$ cat src/rtl/sync_fifo_flags.sv
// Parametrised synchronous FIFO (any depth) with occupancy, almost-full/empty
// thresholds, sticky error flags and flush. Define FIFO_EDGE_TRIG_EN for edge-triggered strobes.
module sync_fifo_flags #(
   parameter int unsigned DATA_WIDTH = 8,
   parameter int unsigned DEPTH      = 16,
   parameter int unsigned AF_LEVEL   = DEPTH - 2,
   parameter int unsigned AE_LEVEL   = 2
) (
   input  logic                    clock,
   input  logic                    reset,
   input  logic                    flush,
   input  logic                    clear_err,
   input  logic                    write_en,
   input  logic                    read_en,
   input  logic [DATA_WIDTH-1:0]   data_in,
   output logic [DATA_WIDTH-1:0]   data_out,
   output logic [$clog2(DEPTH):0]  count,
   output logic                    full,
   output logic                    empty,
   output logic                    almost_full,
   output logic                    almost_empty,
   output logic                    overflow,
   output logic                    underflow
);

   localparam int unsigned PTR_W = $clog2(DEPTH);
   localparam int unsigned CNT_W = PTR_W + 1;

   logic [DATA_WIDTH-1:0] mem [DEPTH];
   logic [PTR_W-1:0]      wr_ptr;
   logic [PTR_W-1:0]      rd_ptr;
   logic [PTR_W-1:0]      wr_ptr_nxt;
   logic [PTR_W-1:0]      rd_ptr_nxt;
   logic                  wr_req;
   logic                  rd_req;
   logic                  wr_acc;
   logic                  rd_acc;

`ifdef FIFO_EDGE_TRIG_EN
   logic write_en_d;
   logic read_en_d;

   // History resets high so a strobe held through reset release is not taken
   always_ff @(posedge clock or posedge reset) begin
      if (reset) begin
         write_en_d <= 1'b1;
         read_en_d  <= 1'b1;
      end else begin
         write_en_d <= write_en;
         read_en_d  <= read_en;
      end
   end

   assign wr_req = write_en & ~write_en_d;
   assign rd_req = read_en  & ~read_en_d;
`else
   assign wr_req = write_en;
   assign rd_req = read_en;
`endif

   // Status flags decode only the registered count
   assign full         = (count == CNT_W'(DEPTH));
   assign empty        = (count == '0);
   assign almost_full  = (32'(count) >= AF_LEVEL);
   assign almost_empty = (32'(count) <= AE_LEVEL);

   // Acceptance uses pre-edge full/empty; flush overrides both
   assign wr_acc = wr_req & ~full  & ~flush;
   assign rd_acc = rd_req & ~empty & ~flush;

   assign wr_ptr_nxt = (wr_ptr == PTR_W'(DEPTH - 1)) ? '0 : wr_ptr + PTR_W'(1);
   assign rd_ptr_nxt = (rd_ptr == PTR_W'(DEPTH - 1)) ? '0 : rd_ptr + PTR_W'(1);

   assign data_out = mem[rd_ptr];

   always_ff @(posedge clock) begin
      if (wr_acc) begin
         mem[wr_ptr] <= data_in;
      end
   end

   always_ff @(posedge clock or posedge reset) begin
      if (reset) begin
         wr_ptr <= '0;
         rd_ptr <= '0;
         count  <= '0;
      end else if (flush) begin
         wr_ptr <= '0;
         rd_ptr <= '0;
         count  <= '0;
      end else begin
         if (wr_acc) begin
            wr_ptr <= wr_ptr_nxt;
         end
         if (rd_acc) begin
            rd_ptr <= rd_ptr_nxt;
         end
         case ({wr_acc, rd_acc})
            2'b10:   count <= count + CNT_W'(1);
            2'b01:   count <= count - CNT_W'(1);
            default: count <= count;
         endcase
      end
   end

   // A new error in the same cycle as clear_err wins
   always_ff @(posedge clock or posedge reset) begin
      if (reset) begin
         overflow  <= 1'b0;
         underflow <= 1'b0;
      end else begin
         overflow  <= (overflow  & ~clear_err) | (wr_req & full  & ~flush);
         underflow <= (underflow & ~clear_err) | (rd_req & empty & ~flush);
      end
   end

endmodule

$ cat config.mk
export PLATFORM = sky130hd
export DESIGN_NAME = sync_fifo_flags
export DESIGN_NICKNAME = d
export VERILOG_FILES = /design/src/rtl/sync_fifo_flags.sv
export SDC_FILE = /design/constraint.sdc
export NUM_CORES = 1
export LEC_CHECK = 0
export CORE_MARGIN = 5
export CORE_UTILIZATION = 35
export CTS_CLUSTER_SIZE = 24
export DETAILED_ROUTE_END_ITERATION = 10
export GPL_ROUTABILITY_DRIVEN = 0
export SYNTH_ARGS = -nofsm -noshare
export SYNTH_HDL_FRONTEND = slang
export SYNTH_SLANG_ARGS = --single-unit
$ cat constraint.sdc
create_clock -name clock -period 7.1 [get_ports clock]
set_input_delay 1.065 -clock clock [delete_from_list [all_inputs] [get_ports clock]]
set_output_delay 1.065 -clock clock [all_outputs]
set_load 0.05 [all_outputs]
==> impl_metrics.toml, run 1 <==
[die]
num_rows = 47
boundaryPins = 33
dieWidth_um = 140
die_h_um = 140
dieArea_mm2 = 0.0195
start_util_pct = 35.7
coreArea_mm2 = 0.0165

[worst_setup_path]
cp_cell_sequence = "buf_4 -> mux4_2 -> mux4_2 -> clkdlybuf4s50_1"
cp_common_cell = "mux4_2"
worstPathArrival_ns = 3.17
start_kind = "flop"
critPathKind = "flop to output pin"
cp_slowest_stage_delay_ns = 0.72
cp_slowest_cell = "clkdlybuf4s50_1"
r2r-start = "count[1]"
r2r-end = "count[4]"
end_kind = "output pin"
required_ns = 6.03
r2r_setup_slack_ns = 3.97
worstRegToRegCells = 10
crit_path_max_fanout = 37

[final_layout]
fillers = 1407
multiInputGateArea_mm2 = 0.00156
layout_commonest_cell = "edfxtp_1"
syn2layout_area_growth_pct = 20.4
nNetsFinal = 376
seqCellArea_mm2 = 0.00422
instances_no_fill = 587
drive_above_1_share_pct = 23.2
antenna_cells = 0
layout_common_cells = "128 x edfxtp_1, 40 x mux4_2, 32 x clkdlybuf4s50_1"

[route]
drc = 0
ant_nets = 0
drt_iter0_markers = 282
routed_wl_um = 11900
drt-vias-per-instance = 5.12
drtPass1Iterations = 5
vias = 3004
routedWlPerCell_um = 20.4

[clock_tree]
cts_setup_buffers = 0
insertion_delay_ns = 0.41
clock_path_buffers = 2
postCtsResizedCells = 0
cts_tree = "yes"
htreeDepth = 4
cts-buffers-inserted = 17
postCtsHoldBufs = 0
clock-sinks = 143
cts.clk_slew.worst_paths_ns = 0.06
cts-root-buf = "clkbuf_16"

[synth]
syn-instance-count = 316
yosys_warnings = 0
ys_seq_area_share_pct = 71.6
ys_ff_latch = 143
postSynthAreaPerCell_um2 = 18.6
netlist_area_mm2 = 0.00589
yosys.cell_types.count = 42
syn_nets = 337

[global_route]
antenna_found_initial = 0
grt_pass1_vias = 3111
grt_usage_pct = 12.9
grt_overflow_total = 0
grt_max_degree = 38
grt_pass1_wl_um = 18700

[sta]
finalHoldViolCount = 0
slew_violations = 0
worst_pin_slew_ns = 1.24
rsz0062_at_grt = "false"
maxSlewHeadroom_pct = 17.2
fin_crit_ns = 4.23
fin_crit_sh_pct = 59.6
tns_ns = 0
clock.fmax_mhz = 236
fin_skew_ns = 0.00608
final-setup-viol-count = 0

[power]
p_per_area_mw_per_mm2 = 356
p_leak_nw = 2.27
vdd_drop_max_mv = 0.168

[worst_hold_path]
hold_start = "underflow"
worst_hold_path_type = "flop to flop"
hold_end = "underflow"
worstHoldPathCells = 2

[placed_design]
placedCellCount = 556
portBuffers = 32
dp_hpwl_um = 7150

[outcome]
outcome = "finished, final reports clean"

[job]
maxCapViolCount = 0
## power by group
part	internal [mW]	total (mW)	switching, mW
Sequential	0.941	0.974	0.0333
Combinational	0.251	0.598	0.347
Clock	0.621	0.956	0.335
Total	1.81	2.53	0.715
## critical path: cells and delay by family, from the launching register on
family	cells	cell delay (ns)
buffers and inverters	2	1.27
multiplexers	2	1.12
flip-flops	1	0.33
## through the flow
step	setup slack [ns]	area [um2]	hold slack (ns)	power [mW]	utilization, %
global placement	3.08	6450	0.533	1.59	39.0
detailed placement	2.94	6450	0.533	1.60	39.0
global route	2.70	7090	0.560	2.63	42.9
finish	2.87	7090	0.540	2.53	42.9
CTS	2.80	7090	0.542	2.55	42.9
floorplan	3.81	5890	0.504	1.44	-
## cells in the mapped netlist, drive strengths merged
library cell,number,share of area (%)
edfxtp,128,65
mux4,40,15
nor2,24,1.5
nand2,16,1.0
dfrtp,15,6.4
a21oi,12,1.0
clkbuf,10,0.64
buf,8,0.79
ha,7,1.5
inv,7,0.45
nor3,7,0.59
o21ai,5,0.42
xor2,4,0.59
nand2b,3,0.32
nand3,3,0.25
or3,3,0.34
nor4,2,0.47
o31ai,2,0.25
or4,2,0.25
a2111oi,1,0.15
a21bo,1,0.17
a21boi,1,0.19
a21o,1,0.13
a311o,1,0.17
a311oi,1,0.15
a31oi,1,0.11
and2,1,0.13
mux2,1,0.19
mux2i,1,0.17
nand3b,1,0.13
nor2b,1,0.11
o21a,1,0.13
o21bai,1,0.13
o221ai,1,0.25
o22ai,1,0.11
o31a,1,0.15
xnor2,1,0.15
## how the worst max path moves through the flow
stage | endpoint | cells after the start | startpoint
2_1_floorplan | count[4] | 12 | count[2]
3_3_place_gp | count[4] | 10 | flush
3_5_place_dp | count[4] | 10 | flush
4_1_cts | data_out[4] | 4 | rd_ptr[0]
5_1_grt | data_out[6] | 4 | rd_ptr[0]
6_report | data_out[6] | 4 | rd_ptr[0]
## layer usage
metal  vias up  share of wire, %  global-route usage [%]
met3        15               5.7                    4.46
li1       1342                 -                       -
met4         0               1.2                    4.39
met1      1575                41                    16.0
met2        72                52                    21.3
met5         -                 0                       0
## state kept, by name (all words and copies together) (netlist names)
| name | count |
|---|---|
| wr_ptr | 4 |
| rd_ptr | 4 |
| count | 5 |
| underflow | 1 |
| mem | 128 |
| overflow | 1 |
## cells by family (layout without fill, tap and decap cells)
logic type	Yosys count	after routing	share of synthesized area, %
compound gates	31	31	3.52
xor+xnor	5	5	0.743
fa+ha+maj	7	7	1.49
buf+inv	25	76	1.87
flops	143	143	71.6
mux	42	42	15.6
simple gates	63	63	5.14
## layout make-up
| class | count | share of cell area [%] |
|---|---|---|
| clock buffer | 17 | 6.00 |
| clock inverter | 14 | 3.05 |
| inverter | 7 | 0.370 |
| multi-input combinational | 148 | 22.0 |
| sequential | 143 | 59.5 |
| tap | 220 | 3.88 |
| timing repair buffer | 38 | 5.15 |
Note: power is estimated with default switching activity, not from simulation.
==> run 2, diff against run 1 <==
==> constraint.sdc (replaced) <==
create_clock -name clock -period 4 [get_ports clock]
set_input_delay 0.6 -clock clock [delete_from_list [all_inputs] [get_ports clock]]
set_output_delay 0.6 -clock clock [all_outputs]
set_load 0.05 [all_outputs]
==> run 2 against run 1 <==
Worst setup slack got worse by 2.5 ns. Die area unchanged. Largest cell class unchanged. Clock skew decreased by 0.0015 ns. Final cell count increased by 2.7%. Register-to-register slack got worse by 3.1 ns. Core utilization decreased by 0.061 points. Critical path type unchanged. Total power increased by 64%.
==> impl_metrics.toml, run 2 (synthesis gave the netlist of run 1 again) <==
[sta]
worst_pin_slew_ns = 0.617
fin_crit_ns = 3.62
tns_ns = 0
final-setup-viol-count = 0
timing.hold.ws_ns = 0.537
slew_violations = 0
rsz0062_at_grt = "false"
maxSlewHeadroom_pct = 58.9
finalHoldViolCount = 0
fin_skew_ns = 0.00454
fin_crit_sh_pct = 90.4
clock.fmax_mhz = 277

[worst_setup_path]
end_kind = "output pin"
cp_slowest_stage_delay_ns = 0.71
path_delay_family = "buffers and inverters"
cp_slowest_cell = "clkdlybuf4s50_1"
crit_path_max_fanout = 11
required_ns = 3.40
cp_common_cell = "mux4_2"
worstRegToRegCells = 10
cp_cell_sequence = "buf_4 -> mux4_2 -> mux4_2 -> clkdlybuf4s50_1"
critPathKind = "flop to output pin"
crit_buf_inv = 2
worstPathArrival_ns = 3.02
start_kind = "flop"
path_depth = 4

[route]
routedWlPerCell_um = 20.5
routed_wl_um = 12400
drt_iter0_markers = 305
drt-vias-per-instance = 5.11
vias = 3079
drc = 0
ant_nets = 0
drtPass1Iterations = 4

[clock_tree]
htreeDepth = 4
cts_setup_buffers = 0
postCtsResizedCells = 0
insertion_delay_ns = 0.41
clock_path_buffers = 2
cts.clk_slew.worst_paths_ns = 0.06
cts-root-buf = "clkbuf_16"
postCtsHoldBufs = 0
clock-sinks = 143
cts-buffers-inserted = 17
cts_tree = "yes"

[worst_hold_path]
worst_hold_path_type = "flop to flop"
worstHoldPathCells = 2

[die]
dieWidth_um = 140
start_util_pct = 35.7
dieArea_mm2 = 0.0195
num_rows = 47
coreArea_mm2 = 0.0165
die_h_um = 140
boundaryPins = 33

[power]
vdd_drop_max_mv = 0.328
p_total_mw = 4.16
p_sw_share_pct = 30.1
p_per_area_mw_per_mm2 = 587
p_int_mw = 2.90
power.net_switching_mw = 1.25
seq_power_share_pct = 42.1
p_leak_nw = 2.30
combPwrFrac_pct = 25.3
power.share.clock_pct = 32.6

[placed_design]
placedCellCount = 571
dp_hpwl_um = 7840
portBuffers = 32

[final_layout]
drive_above_1_share_pct = 24.8
fillers = 1417
reg.largest.list = "mem x128, count x5"
instances_no_fill = 603
largest_reg_flops = 128
antenna_cells = 0
nNetsFinal = 391
layout_commonest_cell = "edfxtp_1"
seqCellArea_mm2 = 0.00422
syn2layout_area_growth_pct = 20.2
largest_register = "mem"
multiInputGateArea_mm2 = 0.00156
layout_common_cells = "128 x edfxtp_1, 40 x mux4_2, 32 x clkdlybuf4s50_1"

[global_route]
grt_overflow_total = 0
grt_usage_pct = 13.2
antenna_found_initial = 0
grt_pass1_wl_um = 19000
grt_max_degree = 37
grt_pass1_vias = 3110

[job]
maxCapViolCount = 0

[outcome]
outcome = "finished, final reports clean"
-- run 2: final cells by class --
cell class                      count  share of cell area, %
Tap cell                          220                   3.89
Multi-Input combinational cell    148                   22.1
Clock buffer                       18                   6.06
Inverter                            7                  0.371
Timing Repair Buffer               53                   6.92
Sequential cell                   143                   59.6
Clock inverter                     14                   1.10
-- run 2: stage by stage --
stage | area [um2] | setup WS [ns] | util (%)
CTS | 7080 | 0.323 | 42.9
detailed placement | 6580 | 0.616 | 39.8
finish | 7080 | 0.385 | 42.9
global route | 7080 | 0.258 | 42.9
global placement | 6580 | 0.694 | 39.8
floorplan | 5890 | 0.707 | -
-- run 2: worst reg2reg max path: cells and delay by family (launching register included) --
kind	cells	cell delay (ns)
adder cells (fa/ha/maj)	1	0.24
flip-flops	1	0.52
XOR/XNOR	1	0.13
AND/OR/NAND/NOR	5	1.65
AO/OA/AOI/OAI	3	0.49
-- run 2: layer usage --
layer / vias up / GRT usage [%] / share of wire (%)
met5: - / 0 / 0
met4: 0 / 4.74 / 1.8
met3: 13 / 4.08 / 6.2
met2: 97 / 20.6 / 49
met1: 1596 / 17.6 / 43
li1: 1373 / - / -
-- run 2: path summary, 6_finish.rpt --
path	startpoint	slack (ns)	to
worst max-delay path	rd_ptr[0]	0.38	data_out[2]
worst max register to register	count[1]	0.89	count[4]
min in group asynchronous	reset	0.55	overflow
worst min register to register	underflow	0.54	underflow
worst min-delay path	underflow	0.54	underflow
max in group asynchronous	reset	3.04	rd_ptr[0]
-- run 2: power by group through the flow --
stage	registers [mW]	clock network, mW	logic [mW]
2_1_floorplan	1.81	0	0.740
3_3_place_gp	1.78	0	1.06
3_5_place_dp	1.78	0	1.07
4_1_cts	1.75	1.38	1.07
5_1_grt	1.76	1.45	1.12
6_report	1.75	1.35	1.05
==> RTL change 1, RTL diff (settings of run 2) <==
The parameter `DEPTH` goes from 16 to 8.
--- a/src/rtl/sync_fifo_flags.sv
+++ b/src/rtl/sync_fifo_flags.sv
@@ -2,7 +2,7 @@
 // thresholds, sticky error flags and flush. Define FIFO_EDGE_TRIG_EN for edge-triggered strobes.
 module sync_fifo_flags #(
    parameter int unsigned DATA_WIDTH = 8,
-   parameter int unsigned DEPTH      = 16,
+   parameter int unsigned DEPTH      = 8,
    parameter int unsigned AF_LEVEL   = DEPTH - 2,
    parameter int unsigned AE_LEVEL   = 2
 ) (
Ports: changed (resized count); port bits go from 33 to 32. No check against the original RTL was run, so the function may have changed too.
==> RTL change 1 against run 2 <==
- total power fell by 45%
- sequential cell count decreased by 67
- global-route usage shrank 2.3 points
- area after synthesis fell by 45%
- worst setup slack improved by 410 ps
- cell area shrank 45%
- count of clock-buffer cells in the layout is 9 lower
- routed wire length down 54%
- critical path type unchanged
- critical endpoint is now data_out[3]
- highest routed layer unchanged
==> RTL change 1: results (changes against run 2) <==
[yosys]
syn_avg_cell_area_um2 = 18.0  ; -3.7%
netlist_top_cells_count = edfxtp_1 (64), mux4_2 (16), nor2_1 (16)
ys_seq_area_share_pct = 69.1  ; -2.5 points
synth_async_sr_flop_share_pct = 15.8  ; +5.3 points
synthTopCellsByArea = edfxtp_1 (60%), mux4_2 (11%), dfrtp_1 (9.3%)
yosysWarnings = 0  ; unchanged
ys_types = 35  ; -17%
synth_edf_count = 64  ; -50%
syn-num-nets = 199  ; -41%

[route]
wl_met1_mm = 2.77  ; -48%
dr_wl_met2_mm = 2.69  ; -56%
maxUsedRoutingLayer = met4
drt_first_iter_violations = 82  ; -73%
routed_wirelength_mm = 5.74  ; -54%
viasPerCell = 4.87  ; -4.6%
dr_wl_met3_um = 244  ; -68%
vias = 1652  ; -46%

[clock_network]
cts.clk_slew.worst_paths_ps = 80  ; +20 ps
cts_buffers = 9  ; -8
clkLatencyLatePin_ps = 340  ; -70 ps
cts_max_level = 3  ; -1
clockRootBuffer = clkbuf_8

[timing]
fin_ws_ps = 798  ; +413 ps
whs_ps = 546  ; +9.69 ps
fin_skew_ps = 7.30  ; +2.75 ps
slew_headroom_pct = 49.1  ; -9.8 points

[layout]
drive_above_1_share_pct = 25.9  ; +1.1 points
nNetsFinal = 243  ; -38%
n_antenna_cell = 0  ; unchanged
largest_registers = mem (64), count (4)

[global_routing]
use_met2_pct = 16.6  ; -4.0 points
grt_use_met3_pct = 4.23  ; +0.14 points
track_usage_pct = 11.0  ; -2.3 points
use_met1_pct = 14.9  ; -2.6 points
grt_max_degree = 19  ; -49%
grt_pass1_wl_mm = 9.36  ; -51%

[setup_path]
cp_slowest_cell = clkdlybuf4s50_1
reg2reg_depth = 8  ; -2
startpoint = rd_ptr[0]$_DFFE_PP0P_
path_max_fanout = 16  ; +5
reg2reg_to = count[3]$_DFFE_PP0P_
arrival_ps = 2600  ; -420 ps
worstSetupEndpoint = data_out[3]
rrSetupSlack_ps = 1360  ; +470 ps

[power_and_ir_drop]
vdd.ir_drop.worst_mv = 0.379  ; +15%
power.leakage_nw = 1.34  ; -42%
internal_power_mw = 1.50  ; -48%

[hold_path]
hp-start = underflow$_DFF_PP0_
hold_depth = 2  ; unchanged

[placement]
dp_hpwl_mm = 3.78  ; -52%
place_worst_setup_slack_ps = 1020  ; +401 ps
port_buffers = 31  ; -3.1%
dpl_cell_area_um2 = 3690  ; -44%
dp.cells = 323  ; -43%

[run_status]
outcome = complete, no violations

-- RTL change 1: power by group through the flow --
stage	clock network, mW	logic [mW]	registers, mW
floorplan	0	0.521	1.01
detailed placement	0	0.765	0.975
finish	0.570	0.758	0.957
CTS	0.591	0.769	0.959
global placement	0	0.768	0.975
global route	0.626	0.810	0.965
-- RTL change 1: logic make-up after synthesis --
kind of cell / after synthesis / synth area share [%]
xor gates and xnor gates: 6 / 2.22
muxes: 26 / 14.6
adders and majority gates: 6 / 2.34
AOI/OAI and AO/OA: 14 / 3.39
DFF: 76 / 69.1
buffers and inverters: 13 / 2.14
and+or+nand+nor: 38 / 6.15
-- RTL change 1: area by class of cell --
type / count / area, µm²
multi-input combinational: 90 / 923
fill: 817 / 5220
clock inverter: 7 / 75.1
inverter: 5 / 20.0
timing repair buffer: 41 / 385
clock buffer: 9 / 124
sequential: 76 / 2220
tap: 111 / 139
==> RTL change 2, RTL diff (flow settings as in run 2) <==
Without the edit above. Register the output `count` once more, cleared by the reset; this adds one clock of latency there. The other outputs are not delayed to match. Comments in the files are not updated.
--- a/src/rtl/sync_fifo_flags.sv
+++ b/src/rtl/sync_fifo_flags.sv
@@ -25,6 +25,8 @@
 
    localparam int unsigned PTR_W = $clog2(DEPTH);
    localparam int unsigned CNT_W = PTR_W + 1;
+
+   logic [$clog2(DEPTH):0] count_s0;
 
    logic [DATA_WIDTH-1:0] mem [DEPTH];
    logic [PTR_W-1:0]      wr_ptr;
@@ -59,10 +61,10 @@
 `endif
 
    // Status flags decode only the registered count
-   assign full         = (count == CNT_W'(DEPTH));
-   assign empty        = (count == '0);
-   assign almost_full  = (32'(count) >= AF_LEVEL);
-   assign almost_empty = (32'(count) <= AE_LEVEL);
+   assign full         = (count_s0 == CNT_W'(DEPTH));
+   assign empty        = (count_s0 == '0);
+   assign almost_full  = (32'(count_s0) >= AF_LEVEL);
+   assign almost_empty = (32'(count_s0) <= AE_LEVEL);
 
    // Acceptance uses pre-edge full/empty; flush overrides both
    assign wr_acc = wr_req & ~full  & ~flush;
@@ -83,11 +85,11 @@
       if (reset) begin
          wr_ptr <= '0;
          rd_ptr <= '0;
-         count  <= '0;
+         count_s0 <= '0;
       end else if (flush) begin
          wr_ptr <= '0;
          rd_ptr <= '0;
-         count  <= '0;
+         count_s0 <= '0;
       end else begin
          if (wr_acc) begin
             wr_ptr <= wr_ptr_nxt;
@@ -96,9 +98,9 @@
             rd_ptr <= rd_ptr_nxt;
          end
          case ({wr_acc, rd_acc})
-            2'b10:   count <= count + CNT_W'(1);
-            2'b01:   count <= count - CNT_W'(1);
-            default: count <= count;
+            2'b10:   count_s0 <= count_s0 + CNT_W'(1);
+            2'b01:   count_s0 <= count_s0 - CNT_W'(1);
+            default: count_s0 <= count_s0;
          endcase
       end
    end
@@ -114,5 +116,13 @@
       end
    end
 
+   always_ff @(posedge clock or posedge reset) begin
+      if (reset) begin
+         count <= '0;
+      end else begin
+         count <= count_s0;
+      end
+   end
+
 endmodule
 
Formal check against the unedited RTL: not equivalent (Yosys sat finds a counterexample within 4 cycles, from zero or initial values and one cycle with reset high).
==> RTL change 2 against run 2 <==
- clock power rose by 19%
- combinational power rose by 12%
- die area rose by 2.3%
- routed wire length fell by 3.1%
- total power rose by 11%
- cell area rose by 3.4%
- sequential power rose by 3%
- core utilization fell by 0.071 points
- area after synthesis rose by 2.5%
- worst setup slack improved by 150 ps
- sequential cell count rose by 5
- critical path type unchanged
- largest cell class unchanged
- largest power group unchanged
==> RTL change 2: results (changes against run 2) <==
[run_status]
outcome = complete, no violations

[global_routing]
grt_pass1_vias = 3198  ; +2.8%
track_usage_pct = 12.6  ; -0.58 points
antenna_found_initial = 0  ; unchanged
grt_pass1_wl_mm = 18.4  ; -3.0%
grt_max_degree = 38  ; +2.7%

[power_and_ir_drop]
power.leakage_nw = 2.45  ; +6.8%
vdd.ir_drop.worst_mv = 0.386  ; +18%
p_sw_mw = 1.35  ; +8.0%

[yosys]
ys_seq_area_share_pct = 71.9  ; +0.34 points
synth_edf_count = 128  ; unchanged
ys_types = 37  ; -12%
synth_ff_type = edfxtp_1
netlist_top_cells_count = edfxtp_1 (128), mux4_2 (40), nor2_1 (27)
syn-num-nets = 337  ; unchanged
yosysWarnings = 0  ; unchanged
synthTopCellsByArea = edfxtp_1 (64%), mux4_2 (15%), dfrtp_1 (8.3%)
syn_avg_cell_area_um2 = 19.1  ; +2.5%
synth_async_sr_flop_share_pct = 13.5  ; +3.0 points

[placement]
place_worst_setup_slack_ps = 767  ; +151 ps
dp_hpwl_mm = 7.44  ; -5.1%
dpl_cell_area_um2 = 6720  ; +2.1%
port_buffers = 32  ; unchanged
dp.cells = 576  ; +0.88%

[hold_path]
hold_class = flip-flop to flip-flop
hold_end = underflow$_DFF_PP0_
hold_depth = 1  ; -1
hp-start = underflow$_DFF_PP0_

[clock_network]
clk_path_buf_depth = 2  ; unchanged
postCtsSetupRepairBufs = 0  ; unchanged
cts.clk_slew.worst_paths_ps = 60  ; about the same
clockRootBuffer = clkbuf_16
clkLatencyLatePin_ps = 410  ; about the same
cts_buffers = 17  ; unchanged
cts_max_level = 4  ; unchanged
post_cts_resized = 0  ; unchanged

[timing]
slew_headroom_pct = 45.9  ; -13 points
whs_ps = 498  ; -38.2 ps
fin_skew_ps = 7.97  ; +3.42 ps
fin_ws_ps = 535  ; +150 ps

[setup_path]
arrival_ps = 2860  ; -160 ps
reg2reg_to = count_s0[4]$_DFFE_PP0P_
path_max_fanout = 37  ; +26
rrSetupSlack_ps = 1040  ; +150 ps
reg2reg_depth = 9  ; -1
r2r_start = count_s0[0]$_DFFE_PP0P_

[route]
dr.pass1.iters = 4  ; unchanged
viasPerCell = 5.05  ; -1.0%
wl_per_cell_um = 19.7  ; -3.9%
drt_first_iter_violations = 313  ; +2.6%

[layout]
drive_above_1_share_pct = 25.8  ; +1.0 points
largest_registers = mem (128), count (5), count_s0 (5)
instances_no_fill = 608  ; +0.83%
nNetsFinal = 391  ; unchanged
n_antenna_cell = 0  ; unchanged

==> RTL change 2: cell types whose count changed in the layout (fill, tap and decap cells not counted), sizes merged, moves of 2 or more <==
cell | run 2 | this run
dfrtp | 15 | 20
inv | 7 | 12
mux2i | 1 | 6
a21oi | 12 | 8
bufinv | 0 | 3
clkinv | 10 | 7
clkinvlp | 4 | 1
nand2 | 16 | 13
nor2 | 24 | 27
buf | 21 | 19
nor3 | 7 | 5
o21ai | 5 | 3
o31ai | 2 | 0
or4 | 2 | 0
==> RTL change 2: power groups by stage <==
stage | Sequential (mW) | Clock (mW) | Combinational, mW
after floorplan | 1.88 | 0 | 0.833
final | 1.81 | 1.60 | 1.18
after CTS | 1.81 | 1.63 | 1.20
after global placement | 1.84 | 0 | 1.19
after global routing | 1.82 | 1.71 | 1.26
after detailed placement | 1.84 | 0 | 1.19
==> RTL change 2: cell type report <==
type                       instances  area, µm²
sequential                       148       4350
multi-input combinational        143       1580
clock buffer                      18        429
clock inverter                    14        178
tap                              225        282
timing repair buffer              51        475
fill                            1474       9790
inverter                           9       33.8
==> RTL change 2: logic make-up (layout without fill, tap and decap cells) <==
logic type	after synthesis	after routing	synth area share, %
flops	148	148	71.9
simple gates	60	60	4.76
mux	46	46	15.9
compound gates	26	26	3.48
buf+inv	25	92	1.89
fa+ha+maj	7	7	1.45
xor+xnor	4	4	0.580
==> RTL change 2: critical path: stages (launching register included) <==
cell             delay [ps]
dfrtp_2                 370
buf_12                  280
mux4_2                  550
mux4_2                  510
clkdlybuf4s50_1         720
==> RTL change 2: worst max-delay path by stage <==
stage                                        from                      end  depth (start not counted)
after floorplan           count_s0[1]$_DFFE_PP0P_             almost_empty                          2
after global placement                      flush  count_s0[4]$_DFFE_PP0P_                         11
after detailed placement                 write_en  count_s0[4]$_DFFE_PP0P_                         10
after CTS                   rd_ptr[0]$_DFFE_PP0P_              data_out[5]                          4
after global routing        rd_ptr[0]$_DFFE_PP0P_              data_out[0]                          4
final                       rd_ptr[0]$_DFFE_PP0P_              data_out[5]                          4
==> RTL change 2: routing by layer <==
metal | routed length, µm | vias to the layer above | part of all wire [%] | global-route usage, %
met1 | 5220 | 1607 | 44 | 16.8
met4 | 141 | 0 | 1.2 | 4.44
met5 | 0 | - | 0 | 0
met3 | 712 | 9 | 5.9 | 3.34
met2 | 5900 | 88 | 49 | 20.1
li1 | - | 1369 | - | -
==> RTL change 2: through the flow <==
stage / util, % / total power [mW]
after floorplan: - / 2.72
after global placement: 39.2 / 3.03
after detailed placement: 39.2 / 3.04
after CTS: 42.8 / 4.64
after global routing: 42.8 / 4.78
final: 42.8 / 4.59
